## config.mk

```make
export PLATFORM = sky130hd
export DESIGN_NAME = div_seq_ctrl
export DESIGN_NICKNAME = d
export VERILOG_FILES = /design/src/rtl/div_pkg.sv /design/src/rtl/div_step.sv /design/src/rtl/div_seq_ctrl.sv
export SDC_FILE = /design/constraint.sdc
export NUM_CORES = 1
export LEC_CHECK = 0
export ABC_AREA = 1
export BUFFER_PORTS_ARGS = -buffer_cell sky130_fd_sc_hd__buf_2
export CAP_MARGIN = 20
export CORE_MARGIN = 1
export CORE_UTILIZATION = 40
export DETAILED_ROUTE_END_ITERATION = 16
export SETUP_SLACK_MARGIN = 0.5
export SLEW_MARGIN = 20
export SYNTH_ARGS = -nofsm -noshare
export SYNTH_HDL_FRONTEND = slang
export SYNTH_HIERARCHICAL = 1
export SYNTH_SLANG_ARGS = --single-unit
```

## constraint.sdc

```tcl
create_clock -name clk -period 3.6 [get_ports clk]
set_input_delay 0.18 -clock clk [delete_from_list [all_inputs] [get_ports clk]]
set_output_delay 0.18 -clock clk [all_outputs]
set_load 0.005 [all_outputs]
```

## src/rtl/div_pkg.sv

```systemverilog
// Shared types and constants for the multi-cycle EX-stage divider.
package div_pkg;

  localparam int DIV_W        = 32;
  localparam int DIV_ITERS    = 32;
  localparam int DIV_LATENCY  = 35;
  localparam int DIV0_LATENCY = 2;
  localparam int CNT_W        = $clog2(DIV_ITERS);
  localparam logic [DIV_W-1:0] DIV0_QUOT = 32'hFFFF_FFFF;

  typedef enum logic [2:0] {
    S_IDLE,
    S_PREP,
    S_RUN,
    S_FIX,
    S_DONE
  } div_state_t;

  // Two's-complement negate when neg is set; wraps at DIV_W bits.
  function automatic logic [DIV_W-1:0] cond_neg(input logic [DIV_W-1:0] v, input logic neg);
    return neg ? (~v + {{(DIV_W-1){1'b0}}, 1'b1}) : v;
  endfunction

endpackage

```

## src/rtl/div_step.sv

```systemverilog
// One restoring shift-subtract iteration on magnitudes; purely combinational.
// No handshake: the caller registers the result each RUN cycle.
module div_step
  import div_pkg::*;
(
  input  logic [DIV_W-1:0] rem,
  input  logic [DIV_W-1:0] quo,
  input  logic [DIV_W-1:0] dvs,
  output logic [DIV_W-1:0] rem_nxt,
  output logic [DIV_W-1:0] quo_nxt
);

  logic [DIV_W:0] shifted;
  logic           ge;

  assign shifted = {rem, quo[DIV_W-1]};
  assign ge      = (shifted >= {1'b0, dvs});

  // When ge holds the difference is below dvs, so a DIV_W-bit subtract is exact.
  always_comb begin
    rem_nxt = shifted[DIV_W-1:0];
    quo_nxt = {quo[DIV_W-2:0], 1'b0};
    if (ge) begin
      rem_nxt = shifted[DIV_W-1:0] - dvs;
      quo_nxt = {quo[DIV_W-2:0], 1'b1};
    end
  end

endmodule

```

## src/rtl/div_seq_ctrl.sv

```systemverilog
// DIV/DIVU sequencer: 35 cycles from acceptance to done (2 for divide-by-zero).
// Holds the pipeline via stall while busy; flush cancels any state before DONE.
module div_seq_ctrl
  import div_pkg::*;
(
  input  logic             clk,
  input  logic             reset,
  input  logic             start,
  input  logic             sign,
  input  logic [DIV_W-1:0] dividend,
  input  logic [DIV_W-1:0] divisor,
  input  logic             flush,
  output logic             busy,
  output logic             stall,
  output logic             done,
  output logic [DIV_W-1:0] q,
  output logic [DIV_W-1:0] r
);

  div_state_t       state;
  logic [CNT_W-1:0] cnt;
  logic [DIV_W-1:0] dividend_l;
  logic [DIV_W-1:0] divisor_l;
  logic             sign_l;
  logic             neg_q;
  logic             neg_r;
  logic [DIV_W-1:0] rem;
  logic [DIV_W-1:0] quo;
  logic [DIV_W-1:0] dvs;
  logic [DIV_W-1:0] rem_nxt;
  logic [DIV_W-1:0] quo_nxt;

  div_step u_step (
    .rem     (rem),
    .quo     (quo),
    .dvs     (dvs),
    .rem_nxt (rem_nxt),
    .quo_nxt (quo_nxt)
  );

  assign busy  = (state != S_IDLE);
  assign stall = (start & (state == S_IDLE) & ~flush)
               | (state == S_PREP) | (state == S_RUN) | (state == S_FIX);

  always_ff @(posedge clk) begin
    if (reset) begin
      state      <= S_IDLE;
      cnt        <= '0;
      done       <= 1'b0;
      q          <= '0;
      r          <= '0;
      dividend_l <= '0;
      divisor_l  <= '0;
      sign_l     <= 1'b0;
      neg_q      <= 1'b0;
      neg_r      <= 1'b0;
      rem        <= '0;
      quo        <= '0;
      dvs        <= '0;
    end else begin
      done <= 1'b0;
      case (state)
        S_IDLE: begin
          if (start && !flush) begin
            dividend_l <= dividend;
            divisor_l  <= divisor;
            sign_l     <= sign;
            neg_q      <= sign & (dividend[DIV_W-1] ^ divisor[DIV_W-1]);
            neg_r      <= sign & dividend[DIV_W-1];
            state      <= S_PREP;
          end
        end
        S_PREP: begin
          if (flush) begin
            state <= S_IDLE;
          end else begin
            rem <= '0;
            quo <= cond_neg(dividend_l, neg_r);
            dvs <= cond_neg(divisor_l, sign_l & divisor_l[DIV_W-1]);
            cnt <= '0;
            // Zero divisor skips iteration and commits the fixed result directly.
            if (divisor_l == '0) begin
              q     <= DIV0_QUOT;
              r     <= dividend_l;
              done  <= 1'b1;
              state <= S_DONE;
            end else begin
              state <= S_RUN;
            end
          end
        end
        S_RUN: begin
          if (flush) begin
            state <= S_IDLE;
          end else begin
            rem <= rem_nxt;
            quo <= quo_nxt;
            cnt <= cnt + 1'b1;
            if (cnt == CNT_W'(DIV_ITERS - 1)) begin
              state <= S_FIX;
            end
          end
        end
        S_FIX: begin
          if (flush) begin
            state <= S_IDLE;
          end else begin
            q     <= cond_neg(quo, neg_q);
            r     <= cond_neg(rem, neg_r);
            done  <= 1'b1;
            state <= S_DONE;
          end
        end
        S_DONE: begin
          state <= S_IDLE;
        end
        default: begin
          state <= S_IDLE;
        end
      endcase
    end
  end

endmodule

```

Yosys cells after proc, flatten, opt, wreduce, memory -nomap -nowiden
Index checks and enable logic that the tools add are counted.

Memories: 0. Memory bits (read-only): 0. Logic and storage cells: 90. Bits of input ports: 69. Latch bits: 0. Bits in writable memories: 0. Register bits: 236. Output and inout port bits: 67.

$add $sub $neg: 6. Reductions and logical operators: 12. Magnitude comparators: 1. Multiply operators: 0. Mux-type cells: 34. Bitwise operators: 14. Shifts and indexed selects: 0. Equal/unequal tests: 10. Div/mod/pow operators: 0.

Operator list (count): 2-to-1 mux 32 bit (15); case mux 32 bit (2 select lines) (4); adder 32 x 1 -> 32 bit (second input constant) (4); inverter 32 bit (4); greater-or-equal comparator 33 x 32 -> 1 bit (1); logical NOT 32 bit (1); subtractor 32 bit (1); 2-to-1 mux 3 bit (6); case mux 3 bit (4 select lines) (1); 2-to-1 mux 5 bit (2); case mux 5 bit (2 select lines) (1); equality test 3 x 2 -> 1 bit (second input constant) (2); inequality test 2 bit (second input constant) (3); AND reduction 2 bit (3); adder 5 x 1 -> 5 bit (second input constant) (1); bitwise AND 1 bit (5); equality test 5 bit (second input constant) (1); 2-to-1 mux 1 bit (4); inequality test 2 x 1 -> 1 bit (second input constant) (2); AND reduction 4 bit (1); nonzero test 2 bit (2); equality test 3 x 1 -> 1 bit (second input constant) (1); logical NOT 3 bit (1); inequality test 3 x 2 -> 1 bit (second input constant) (1); other kinds (8) (10).

Longest topological paths before layout
Gate-level depths: netlist of the first run.

Depth in word-level cells: 6. Depth in mapped cells: 19. Mapped depth without buffers: 16.

Cells and area by module
Netlist of the first run, hierarchy kept.

By module, submodules not included: div_seq_ctrl (times used 1, seq. area each 4724.5 um^2, cells each 2009, area an instance 12781.0 um^2); div_step (times used 1, seq. area each 0.0 um^2, cells each 684, area an instance 3433.3 um^2).

Least setup slack after synthesis of the first run
No wires, ideal clock.

Path type: flip-flop to flip-flop. Start: register rem[2]. End: register quo[0]. Path buffers: 2. Data arrival time: 1975 ps. Clock period less this slack: 2094 ps. Slack: 1506 ps. Required time: 3481 ps. Setup time: 119 ps. Stages on the path, launching flop included: 18. Cells stage by stage: dfxtp_1 -> ha_1 -> nand2_2 -> inv_1 -> nand2_1 -> nand2_1 -> nand2_1 -> nand3_2 -> nand2_2 -> nand2_2 -> nand2_4 -> nand2_8 -> buf_6 -> buf_4 -> nand2_1 -> o21ai_0 -> o21ai_0 -> a21oi_1.

Word-level cells in the longest chain between the ends: 4.

Ends and longest elaborated chain: start: declaration (RTL line div_seq_ctrl.sv:27) `logic [DIV_W-1:0] rem;`; start signal: assignment (RTL line div_seq_ctrl.sv:96) `rem <= rem_nxt;`; greater-or-equal comparator 33 x 32 -> 1 bit (RTL line div_step.sv:17) `assign ge = (shifted >= {1'b0, dvs});`; via u_step.ge (RTL line div_step.sv:14) `logic ge;`; 2-to-1 mux 1 bit (RTL line div_step.sv:23) `if (ge) begin`; via quo_nxt[0] (RTL line div_seq_ctrl.sv:31) `logic [DIV_W-1:0] quo_nxt;`; 2-to-1 mux 32 bit (RTL line div_seq_ctrl.sv:93) `if (flush) begin`; case mux 32 bit (2 select lines) (RTL line div_seq_ctrl.sv:62) `case (state)`; end signal: assignment (RTL line div_seq_ctrl.sv:78) `quo <= cond_neg(dividend_l, neg_r);`; end signal: assignment (RTL line div_seq_ctrl.sv:97) `quo <= quo_nxt;`; end: declaration (RTL line div_seq_ctrl.sv:28) `logic [DIV_W-1:0] quo;`.

The timed path passes the listed nets, and every way through them passes these cells. The select of a mux whose other input is x is not followed. A chain may end at the register's enable or synchronous reset.

Worst setup path after layout of the first run
Start: register rem[27]. End: register rem[10].

Word-level cells in the longest chain between the ends: 4.

Ends and longest elaborated chain: greater-or-equal comparator 33 x 32 -> 1 bit (RTL line div_step.sv:17); 2-to-1 mux 32 bit (RTL line div_step.sv:23); via rem_nxt[10] (RTL line div_seq_ctrl.sv:30) `logic [DIV_W-1:0] rem_nxt;`; 2-to-1 mux 32 bit (RTL line div_seq_ctrl.sv:93); case mux 32 bit (2 select lines) (RTL line div_seq_ctrl.sv:62).

The timed path passes the listed nets, and every way through them passes these cells. The select of a mux whose other input is x is not followed.

==> results.ini, run 1 <==
[status]
result_of_the_run = completed

[timing]
clock_skew_ps = 21.68
slew_headroom_pct = 29.81
layout_worst_path_cycle_share_pct = 77.55
grt_setup_unrepaired = false
layout_min_cycle_time_ps = 2792
final-setup-viol-count = 0
final-max-slew-violation-count = 0
final-hold-violation-count = 0
worst_pin_slew_ps = 1053
maxClockFrequency_ghz = 0.3582
setup_tns_ps = 0

[placement]
placed_area_mm2 = 0.01689
place_hpwl_mm = 43.78
io_buffer_count = 135
gp_congestion = 0.9202

[route]
wire_per_inst_um = 17.25
drt_first_iter_violations = 1548
detail_routed_via_count_per_cell = 5.257
count_of_unresolved_drc_violations_after_routing = 0
final_antenna_net_count = 0
finalWirelength_mm = 57.49
drt_pass1_iterations = 6
num_vias = 17520

[pwr]
static_leakage_nw = 9.114
netSwitchingFraction_pct = 37.05
total_power_consumption_w = 0.008398
power.combinational.fraction_pct = 29.7
seqPwrFrac_pct = 34.5
internal-power_w = 0.005287
power.share.clock_pct = 35.8
power.density_cell_area_mw_per_mm2 = 454.8
vdd_drop_max_mv = 0.3554
switchingPower_w = 0.003111

[job]
cap_violations = 0

[layout]
fillerInstances = 4359
drive_gt1_share_pct = 9.120
stdcell_area_mm2 = 0.01846
synthToLayoutAreaGrowth_pct = 13.87
design.final.nets = 2895

[synth]
synth_compound_area_share_pct = 16.01
synth_seq_area_share_pct = 29.14
synth-adder-area-share_pct = 3.056
synth-main-ff-cell = sky130_fd_sc_hd__dfxtp_1
synthesized_area_fraction_occupied_by_xor_and_xnor_cells_pct = 1.296
ys.warnings.count = 6
synth_cell_type_count = 49
number_of_synthesized_register_bits = 236
share_of_flip_flops_with_an_asynchronous_set_or_reset_after_synthesis_pct = 0
synthesis.instances = 2693
synth_simple_gate_area_share_pct = 37.34
number_of_flops_mapped_to_enable_cells_by_yosys = 0
mux_contribution_to_synthesized_area_pct = 0
synth.top_cell.area_share_pct = 29.14
post_synth.cell_area_avg_um2 = 6.021
net_count_after_synthesis = 2801
synth_largest_area_cell = sky130_fd_sc_hd__dfxtp_1
largest_family_of_logic_cells_by_synthesized_area = simple AND/OR/NAND/NOR gates
post_synth_main_area_contributors = sky130_fd_sc_hd__dfxtp_1, sky130_fd_sc_hd__nand2_1, sky130_fd_sc_hd__nand3_1
synth.cell_area_mm2 = 0.01621

[floorplan]
count_of_boundary_i_o_pins = 136
rows = 73
fp.dieH_um = 203.3
die_area_mm2 = 0.04135
floorplan.initialDensity_pct = 40.72
core-area_mm2 = 0.03982
die_x_um = 203.3

[cts]
max_root_sink_buffers = 3
sinks_on_clock_net = 236
clkTransAtPathRegs_ps = 60
ctsRootBufferMaster = sky130_fd_sc_hd__clkbuf_16
postCtsSetupBuffers = 0
clock_latency_ps = 580
h-tree-depth = 1
cts_tree = built
cts-buffers-inserted = 29

[setup_path]
path_class = flop to flop
worst_ep_required_time_ps = 4090
crit-reg2reg-launch = rem[27]
worstSetupEndpoint = rem[10]
critical_path.max_fanout = 23
critical_path.startpoint = rem[27]
timing.reg2reg.worst_path_depth = 13
crit_path_start_kind = flop
r2r-end = rem[10]
cp_data_arrival_time_ps = 3280
reg2reg_slack_ps = 810
critPathCaptureType = flop

[min_path]
hold-path-cell-count = 3
hp-start = divisor[30]
hold_path_class = primary input to flop

[global_route]
grt_pass1_vias = 16040
gr-total-overflow = 0
number_of_antenna_violations_at_the_first_check_in_global_routing = 1
global_route.usage.total_pct = 27.56
grt_start_max_net_pins = 122
grt_pass1_wl_mm = 90.01

-- repair_timing --
item,CTS,global route
resized for setup,0,0
hold buffers,60,0
endpoints found under the hold margin,62,0
-- per-layer routing --
layer / GRT usage (%) / vias to the layer above / wire, µm
met5: 0 / - / 0
met4: 6.847 / 0 / 1260
met3: 3.675 / 70 / 3772
met2: 42.97 / 562 / 24860
met1: 39.74 / 8032 / 27610
li1: - / 8858 / -
-- cell families (layout without fill, tap and decap cells) --
group                    count (synthesis)  count (layout)
adder cells (fa/ha/maj)                 39              39
AO/OA/AOI/OAI                          495             495
flip-flops                             236             236
buffers and inverters                  498             612
AND/OR/NAND/NOR                       1401            1401
other                                    0               1
XOR/XNOR                                24              24
-- cells in the mapped netlist (2+ instances only) --
| cell type | number |
|---|---|
| sky130_fd_sc_hd__o21ai_1 | 5 |
| sky130_fd_sc_hd__nor2_2 | 8 |
| sky130_fd_sc_hd__inv_1 | 337 |
| sky130_fd_sc_hd__clkbuf_1 | 68 |
| sky130_fd_sc_hd__nand2_8 | 2 |
| sky130_fd_sc_hd__nor2_4 | 3 |
| sky130_fd_sc_hd__ha_1 | 38 |
| sky130_fd_sc_hd__a21oi_1 | 226 |
| sky130_fd_sc_hd__a211oi_1 | 2 |
| sky130_fd_sc_hd__o21bai_1 | 4 |
| sky130_fd_sc_hd__and3_1 | 2 |
| sky130_fd_sc_hd__or2_2 | 3 |
| sky130_fd_sc_hd__nand2_1 | 689 |
| sky130_fd_sc_hd__buf_1 | 11 |
| sky130_fd_sc_hd__nand3b_1 | 22 |
| sky130_fd_sc_hd__buf_6 | 10 |
| sky130_fd_sc_hd__o221ai_1 | 5 |
| sky130_fd_sc_hd__o211ai_1 | 12 |
| sky130_fd_sc_hd__inv_2 | 9 |
| sky130_fd_sc_hd__a31oi_1 | 3 |
| sky130_fd_sc_hd__nand3_2 | 16 |
| sky130_fd_sc_hd__xor2_1 | 23 |
| sky130_fd_sc_hd__o21a_1 | 13 |
| sky130_fd_sc_hd__nor2_1 | 306 |
| sky130_fd_sc_hd__o22ai_1 | 8 |
| sky130_fd_sc_hd__and2_1 | 9 |
| sky130_fd_sc_hd__nor3_2 | 2 |
| sky130_fd_sc_hd__nor3_1 | 15 |
| sky130_fd_sc_hd__buf_4 | 34 |
| sky130_fd_sc_hd__o21ai_0 | 214 |
| sky130_fd_sc_hd__nand4_1 | 30 |
| sky130_fd_sc_hd__buf_2 | 25 |
| sky130_fd_sc_hd__nand3_1 | 284 |
| sky130_fd_sc_hd__dfxtp_1 | 236 |
| sky130_fd_sc_hd__nand2_2 | 5 |
-- layout make-up --
cell class                 instances  area (µm²)  share of cell area (%)
tap                              525       656.9                   3.558
clock inverter                    11       121.4                  0.6574
sequential                       236        4726                   25.60
clock buffer                      40       847.1                   4.588
inverter                         348        1311                   7.102
timing repair buffer             213        1424                   7.712
multi-input combinational       1959        9374                   50.77
antenna                            1       2.502                 0.01355
-- layout by cell type, fill, tap and decap left out, types with 4 or more instances in the layout --
| cell type | synthesis | final |
|---|---|---|
| sky130_fd_sc_hd__and2_1 | 9 | 9 |
| sky130_fd_sc_hd__o21a_1 | 13 | 13 |
| sky130_fd_sc_hd__o21ai_0 | 214 | 214 |
| sky130_fd_sc_hd__nand3_1 | 284 | 283 |
| sky130_fd_sc_hd__nor3_1 | 15 | 15 |
| sky130_fd_sc_hd__inv_2 | 9 | 9 |
| sky130_fd_sc_hd__o21bai_1 | 4 | 4 |
| sky130_fd_sc_hd__buf_4 | 34 | 17 |
| sky130_fd_sc_hd__o22ai_1 | 8 | 8 |
| sky130_fd_sc_hd__inv_1 | 337 | 336 |
| sky130_fd_sc_hd__clkinv_2 | 0 | 4 |
| sky130_fd_sc_hd__nand2_2 | 5 | 5 |
| sky130_fd_sc_hd__dfxtp_1 | 236 | 235 |
| sky130_fd_sc_hd__a21oi_1 | 226 | 226 |
| sky130_fd_sc_hd__o211ai_1 | 12 | 12 |
| sky130_fd_sc_hd__xor2_1 | 23 | 23 |
| sky130_fd_sc_hd__nor2_1 | 306 | 306 |
| sky130_fd_sc_hd__buf_2 | 25 | 135 |
| sky130_fd_sc_hd__nand4_1 | 30 | 30 |
| sky130_fd_sc_hd__o221ai_1 | 5 | 5 |
| sky130_fd_sc_hd__nor2_2 | 8 | 7 |
| sky130_fd_sc_hd__nand3b_1 | 22 | 22 |
| sky130_fd_sc_hd__dlygate4sd3_1 | 0 | 60 |
| sky130_fd_sc_hd__nand2_1 | 689 | 689 |
| sky130_fd_sc_hd__o21ai_1 | 5 | 5 |
| sky130_fd_sc_hd__ha_1 | 38 | 38 |
| sky130_fd_sc_hd__clkbuf_8 | 0 | 8 |
| sky130_fd_sc_hd__clkbuf_16 | 0 | 29 |
| sky130_fd_sc_hd__nand3_2 | 16 | 16 |
| sky130_fd_sc_hd__nor2_4 | 3 | 4 |
-- power groups by stage --
stage	logic [W]	clock network (W)	registers [W]
after CTS	0.00245	0.00306	0.00289
after global routing	0.00279	0.00318	0.00291
after detailed placement	0.00239	0	0.00295
after floorplan	0.00189	0	0.00288
after global placement	0.00238	0	0.00294
final	0.00249	0.00301	0.00290
-- worst min path at each step --
stage	endpoint	slack, ps
after detailed placement	divisor_l[5]	440
after global routing	divisor_l[30]	30
after CTS	divisor_l[30]	10
final	divisor_l[30]	30
after floorplan	sign_l	320
after global placement	divisor_l[5]	440
-- worst max-delay path, cell delays in order, from the launching register on --
cell and delay (ps):
sky130_fd_sc_hd__dfxtp_1 540, sky130_fd_sc_hd__ha_1 370, sky130_fd_sc_hd__nand2_1 260, sky130_fd_sc_hd__nor2_1 70, sky130_fd_sc_hd__nand2_1 90, sky130_fd_sc_hd__nor2_1 40, sky130_fd_sc_hd__nand2_1 100, sky130_fd_sc_hd__nand3_1 120
sky130_fd_sc_hd__nor2_4 280, sky130_fd_sc_hd__buf_4 350, sky130_fd_sc_hd__nand3_1 120, sky130_fd_sc_hd__nand2_1 90, sky130_fd_sc_hd__nand3_1 70, sky130_fd_sc_hd__a21oi_1 190
-- per-stage QoR --
step                      utilization [%]  std cells  hold slack (ps)  setup slack [ps]
after global routing                46.36       3332            27.47             599.3
final                               46.36       3333            34.87             808.2
after global placement              42.42       3221            436.0             874.1
after CTS                           46.36       3332            11.57             864.5
after floorplan                         -       2693            324.6              1506
after detailed placement            42.42       3221            444.3             883.3
-- state kept, by name (all words and copies together), names as in the netlist --
name and cells:
cnt 5, dividend_l 32, divisor_l 32, done 1, dvs 32, neg_q 1
neg_r 1, q 32, quo 32, r 32, rem 32, sign_l 1
state 3
No activity file was read; power rests on OpenSTA's default activity.
==> run 2, diff against run 1 <==
Clock period 3.6 ns to 2.45 ns, I/O delays scaled along.
==> run 2 against run 1 <==
Against the previous run: global-route usage rose by 2.5 points; final area rose by 20%; largest cell class unchanged; worst setup slack got worse by 510 ps; critical endpoint is now quo[0]; critical path type unchanged; largest power group is now combinational cells; clock skew fell by 4.2 ps; combinational power rose by 110%; fmax rose by 30%; highest routed layer unchanged.
==> results.ini, run 2 (synthesis results as in run 1) <==
[status]
result_of_the_run = completed

[route]
drt_first_iter_violations = 1855  ; +20%
final_antenna_net_count = 0  ; unchanged
count_of_unresolved_drc_violations_after_routing = 0  ; unchanged
finalWirelength_mm = 65.11  ; +13%
drt_pass1_iterations = 6  ; unchanged
num_vias = 18840  ; +7.5%
wire_per_inst_um = 18.54  ; +7.5%
detail_routed_via_count_per_cell = 5.364  ; +2.0%

[timing]
clock_skew_ps = 17.51  ; -4.169 ps
slew_headroom_pct = 55.95  ; +26 points
maxClockFrequency_ghz = 0.4654  ; +30%
grt_setup_unrepaired = true
setup_tns_ps = 0  ; unchanged
final-max-slew-violation-count = 0  ; unchanged
layout_worst_path_cycle_share_pct = 87.71  ; +10 points
final-setup-viol-count = 0  ; unchanged
layout_min_cycle_time_ps = 2149  ; -642.9 ps
final-hold-violation-count = 0  ; unchanged
worst_pin_slew_ps = 653.8  ; -399.0 ps

[placement]
io_buffer_count = 135  ; unchanged
place_hpwl_mm = 45.42  ; +3.7%
gp_congestion = 0.9765  ; +6.1%

[cts]
cts-buffers-inserted = 29  ; unchanged
clock_latency_ps = 600  ; +20 ps
h-tree-depth = 1  ; unchanged
sinks_on_clock_net = 236  ; unchanged
clkTransAtPathRegs_ps = 60  ; about the same
cts_tree = built
max_root_sink_buffers = 3  ; unchanged
ctsRootBufferMaster = sky130_fd_sc_hd__clkbuf_16

[pwr]
static_leakage_nw = 10.50  ; +15%
total_power_consumption_w = 0.01425  ; +70%
power.density_cell_area_mw_per_mm2 = 641.3  ; +41%
vdd_drop_max_mv = 0.5260  ; +48%

[global_route]
globalRoute.busiestLayer = met2
grt_pass1_vias = 17100  ; +6.6%
number_of_antenna_violations_at_the_first_check_in_global_routing = 0  ; -1
met1_usage_pct = 43.80  ; +4.1 points
grt_pass1_wl_mm = 97.25  ; +8.0%
grt_start_max_net_pins = 100  ; -18%
grt_util_met3_pct = 3.995  ; +0.32 points
met2_usage_pct = 47.03  ; +4.1 points
gr-total-overflow = 0  ; unchanged
global_route.usage.total_pct = 30.06  ; +2.5 points

[layout]
postLayoutCoreUtil_pct = 55.78  ; +9.4 points
final_common_cell = sky130_fd_sc_hd__nand2_1
final_cell_mix = sky130_fd_sc_hd__nand2_1, sky130_fd_sc_hd__inv_1, sky130_fd_sc_hd__nand3_1, sky130_fd_sc_hd__nor2_1, sky130_fd_sc_hd__a21oi_1
drive_gt1_share_pct = 26.18  ; +17 points
diodes = 0  ; -1
design.final.nets = 3072  ; +6.1%
synthToLayoutAreaGrowth_pct = 37.00

[floorplan]
die_area_mm2 = 0.04135  ; unchanged
floorplan.initialDensity_pct = 40.72  ; unchanged
core-area_mm2 = 0.03982  ; unchanged
rows = 73  ; unchanged
count_of_boundary_i_o_pins = 136  ; unchanged
die_x_um = 203.3  ; unchanged
fp.dieH_um = 203.3  ; unchanged

[setup_path]
critPathCaptureType = flop
critical_path.max_fanout = 7  ; -70%
worst_ep_required_time_ps = 2920  ; -1170 ps
path_class = flop to flop
cp_data_arrival_time_ps = 2620  ; -660 ps
crit_path_start_kind = flop

[min_path]
hold_path_class = primary input to flop

[job]
cap_violations = 0  ; unchanged

run 2: cell count changes in the layout (fill, tap and decap cells not counted), sizes merged:
cell | previous run | this run
bufinv | 2 | 6
inv | 349 | 351
clkbuf | 40 | 42
clkinv | 6 | 9
diode | 1 | 0
nand3 | 301 | 303
clkinvlp | 2 | 7
buf | 153 | 310
dlygate4sd3 | 60 | 65
run 2: power breakdown:
part | internal (W) | leakage (nW) | total, W | switching (W)
registers | 0.00403 | 1.94 | 0.00425 | 0.000217
clock network | 0.00292 | 0.516 | 0.00488 | 0.00195
logic | 0.00198 | 8.04 | 0.00512 | 0.00314
run 2: repair_timing:
action | in CTS | in global routing
hold buffers | 65 | 0
hold endpoints to repair | 67 | 0
pin swaps | 86 | 125
resized for setup | 229 | 284
cloned | 7 | 14
setup endpoints to repair | 104 | 127
setup buffers | 47 | 43
run 2: cell type report:
| type | count | area (µm²) |
|---|---|---|
| tap | 525 | 656.9 |
| inverter | 348 | 1350 |
| sequential | 236 | 4802 |
| fill | 3965 | 17610 |
| multi-input combinational | 1961 | 10950 |
| timing repair buffer | 383 | 3314 |
| clock buffer | 34 | 774.5 |
| clock inverter | 20 | 292.8 |
| timing repair inverter | 5 | 73.82 |
run 2: path summary, 6_finish.rpt:
kind	from	cells after the start	end	slack, ps
setup / recovery	rem[16]	14	quo[0]	300
setup reg to reg	rem[16]	14	quo[0]	300
hold reg to reg	q[0]	2	q[0]	470
hold / removal	reset	4	dvs[7]	30
run 2: metal layers:
| layer | vias up | share of wire [%] | wire length [µm] |
|---|---|---|---|
| met2 | 668 | 44 | 28460 |
| met3 | 78 | 7.0 | 4583 |
| met1 | 8880 | 47 | 30740 |
| met5 | - | 0 | 0 |
| li1 | 9213 | - | - |
| met4 | 0 | 2.1 | 1339 |
run 2: through the flow:
step	instances	area (µm²)	hold slack [ps]	setup slack [ps]
4_1_cts	3455	20690	3.582	374.6
6_report	3512	22210	31.98	301.2
3_5_place_dp	3282	17590	391.2	-9.531
2_1_floorplan	2693	16390	267.1	435.8
5_1_grt	3512	22210	45.45	195.3
3_3_place_gp	3282	17590	384.0	-9.262
run 2: critical path, stage by stage, from the launching register on:
cell	delay, ps
sky130_fd_sc_hd__dfxtp_2	440
sky130_fd_sc_hd__ha_4	250
sky130_fd_sc_hd__nand2_2	110
sky130_fd_sc_hd__nor2_4	50
sky130_fd_sc_hd__nand2_2	90
sky130_fd_sc_hd__nor2_4	50
sky130_fd_sc_hd__nand2_1	60
sky130_fd_sc_hd__nand3_2	80
sky130_fd_sc_hd__nor2_4	250
sky130_fd_sc_hd__nand2_8	140
sky130_fd_sc_hd__buf_6	150
sky130_fd_sc_hd__nand2_1	70
sky130_fd_sc_hd__o21ai_1	70
sky130_fd_sc_hd__o21ai_1	140
sky130_fd_sc_hd__a21oi_1	70
==> run 3, diff against run 2 <==
Settings changed: PLACE_DENSITY set to 0.69.
==> run 3 against run 2 <==
Against the previous run: via count increased by 0.86%; global-route usage decreased by 1.3 points; core utilization shrank 0.87 points; first-iteration DRC count is 6.8% higher; non-clock buffer count fell by 29; clock skew rose by 14 ps; worst hold slack lost 6.1 ps; critical endpoint is now rem[31]; total power decreased by 0.87%; fmax fell by 2.9%.
==> results.ini, run 3 (synthesis results as in run 1) <==
[floorplan]
rows = 73  ; unchanged
die_area_mm2 = 0.04135  ; unchanged
die_x_um = 203.3  ; unchanged
core-area_mm2 = 0.03982  ; unchanged
count_of_boundary_i_o_pins = 136  ; unchanged
fp.dieH_um = 203.3  ; unchanged
floorplan.initialDensity_pct = 40.72  ; unchanged

[timing]
layout_worst_path_cycle_share_pct = 90.32  ; +2.6 points
final-max-slew-violation-count = 0  ; unchanged
setup_tns_ps = 0  ; unchanged
final-hold-violation-count = 0  ; unchanged
slack_of_the_critical_path_ps = 237.1  ; -64.06 ps
clock_skew_ps = 31.03  ; +13.52 ps
layout_min_cycle_time_ps = 2213  ; +64.06 ps
maxClockFrequency_ghz = 0.4519  ; -2.9%
final-setup-viol-count = 0  ; unchanged
worst_pin_slew_ps = 580.0  ; -73.81 ps
grt_setup_unrepaired = true
slew_headroom_pct = 60.93  ; +5.0 points

[setup_path]
critical-path-top-delay-family = simple AND/OR/NAND/NOR gates
timing.critical_path.cells = ha_4, nand2_4, nor2_4, nand2_2, nor2_4, nand2_2, nand3_2, nor2_4, buf_12, buf_12, nand3_2, nand2_2, nand3_2, a21oi_2
critPathCaptureType = flop
critical_path.max_fanout = 8  ; +1
crit-reg2reg-launch = rem[19]
reg2reg_slack_ps = 240  ; -60 ps
timing.reg2reg.worst_path_depth = 14  ; unchanged
path_class = flop to flop
r2r-end = rem[31]
cp_slowest_stage_delay_ps = 410  ; -30 ps
worst-path-buf-inv = 2  ; +1
critPathSlowestCell = sky130_fd_sc_hd__dfxtp_2
crit_path_start_kind = flop
cp_data_arrival_time_ps = 2720  ; +100 ps
worst_ep_required_time_ps = 2960  ; +40 ps

[global_route]
gr-total-overflow = 0  ; unchanged
number_of_antenna_violations_at_the_first_check_in_global_routing = 0  ; unchanged
grt_pass1_vias = 17020  ; -0.48%
grt_start_max_net_pins = 96  ; -4.0%
grt_pass1_wl_mm = 93.47  ; -3.9%
global_route.usage.total_pct = 28.75  ; -1.3 points

[cts]
max_root_sink_buffers = 3  ; unchanged
clkTransAtPathRegs_ps = 70  ; about the same
cts-buffers-inserted = 29  ; unchanged
h-tree-depth = 1  ; unchanged
sinks_on_clock_net = 236  ; unchanged
ctsRootBufferMaster = sky130_fd_sc_hd__clkbuf_16
cts_tree = built
clock_latency_ps = 590  ; about the same

[status]
result_of_the_run = completed

[layout]
multi_input_comb_area_mm2 = 0.01111  ; +1.5%
final_cell_mix = sky130_fd_sc_hd__nand2_1, sky130_fd_sc_hd__inv_1, sky130_fd_sc_hd__nor2_1, sky130_fd_sc_hd__nand3_1, sky130_fd_sc_hd__a21oi_1
drive_gt1_share_pct = 26.05  ; -0.13 points
fillerInstances = 3949  ; -0.40%
design.final.nets = 3046  ; -0.85%
final_common_cell = sky130_fd_sc_hd__nand2_1
diodes = 0  ; unchanged
synthToLayoutAreaGrowth_pct = 34.86
sequential_cell_area_mm2 = 0.004818  ; +0.34%

[route]
drt_pass1_iterations = 6  ; unchanged
final_antenna_net_count = 0  ; unchanged
wire_per_inst_um = 18.26  ; -1.5%
num_vias = 19000  ; +0.86%
drt_first_iter_violations = 1982  ; +6.8%
finalWirelength_mm = 63.57  ; -2.4%
count_of_unresolved_drc_violations_after_routing = 0  ; unchanged
detail_routed_via_count_per_cell = 5.458  ; +1.8%

[min_path]
min_delay_worst_endpoint = dividend_l[12]
hold-path-cell-count = 3  ; -1
hp-start = dividend[12]
hold_path_class = primary input to flop

[pwr]
vdd_drop_max_mv = 0.5208  ; -0.99%
power.density_cell_area_mw_per_mm2 = 645.8  ; +0.70%
static_leakage_nw = 10.29  ; -2.0%

[job]
cap_violations = 0  ; unchanged

[placement]
gp_congestion = 0.9976  ; +2.2%
place_hpwl_mm = 44.51  ; -2.0%
io_buffer_count = 135  ; unchanged
dp_worst_setup_slack_ps = 44.65  ; +54.18 ps

-- run 3: changes by cell type in the layout (fill, tap and decap cells not counted), sizes merged, moves of 4 or more --
cell	change
inv	-8
buf	-28
clkbuf	+4
nand2	+5
-- run 3: final cells by class --
cell class | count | area share, %
Tap cell | 525 | 3.004
Sequential cell | 236 | 22.04
Inverter | 348 | 6.151
Clock buffer | 36 | 3.622
Timing Repair Buffer | 354 | 13.61
Timing Repair inverter | 3 | 0.06867
Clock inverter | 13 | 0.6981
Multi-Input combinational cell | 1966 | 50.81
-- run 3: report_power, final --
group / internal, W / total [W] / leakage [nW] / switching, W
clock network: 0.00258 / 0.00437 / 0.452 / 0.00179
registers: 0.00403 / 0.00425 / 1.95 / 0.000220
logic: 0.00209 / 0.00549 / 7.89 / 0.00341
total: 0.00870 / 0.0141 / 10.3 / 0.00542
-- run 3: tightest hold or removal path, cell delays in order --
cell	delay, ps
sky130_fd_sc_hd__buf_2	70
sky130_fd_sc_hd__o21ai_0	190
sky130_fd_sc_hd__a21oi_1	160
-- run 3: timing repair --
item,CTS,global route
setup endpoints to repair,116,132
gates resized for setup,127,382
hold buffers,62,0
pin swaps,35,195
endpoints found under the hold margin,64,0
gates cloned,10,16
setup buffers,21,51
-- run 3: worst max-delay path by stage --
stage,from,endpoint,slack (ps),cells past startpoint
after global placement,rem[27],rem[1],40,12
after global routing,dvs[23],rem[31],150,15
after detailed placement,rem[27],rem[1],40,12
final,rem[19],rem[31],240,14
after CTS,rem[2],rem[31],240,15
after floorplan,rem[1],quo[0],440,18
-- run 3: metrics by stage --
stage / cell area, µm² / hold WS [ps] / util, % / cells / power [W]
finish: 21870 / 25.87 / 54.91 / 3481 / 0.01412
global route: 21870 / 61.89 / 54.91 / 3481 / 0.01475
global placement: 17530 / 386.4 / 44.02 / 3272 / 0.007995
floorplan: 16390 / 267.1 / - / 2693 / 0.007048
CTS: 19980 / 0.1543 / 50.17 / 3414 / 0.01306
detailed placement: 17530 / 383.4 / 44.02 / 3272 / 0.008018
-- run 3: layer usage --
metal  global-route usage, %  routed length, µm
met1                   41.19              28370
met2                   44.78              27680
met3                   3.835               5781
met4                   8.029               1734
met5                       0                  0
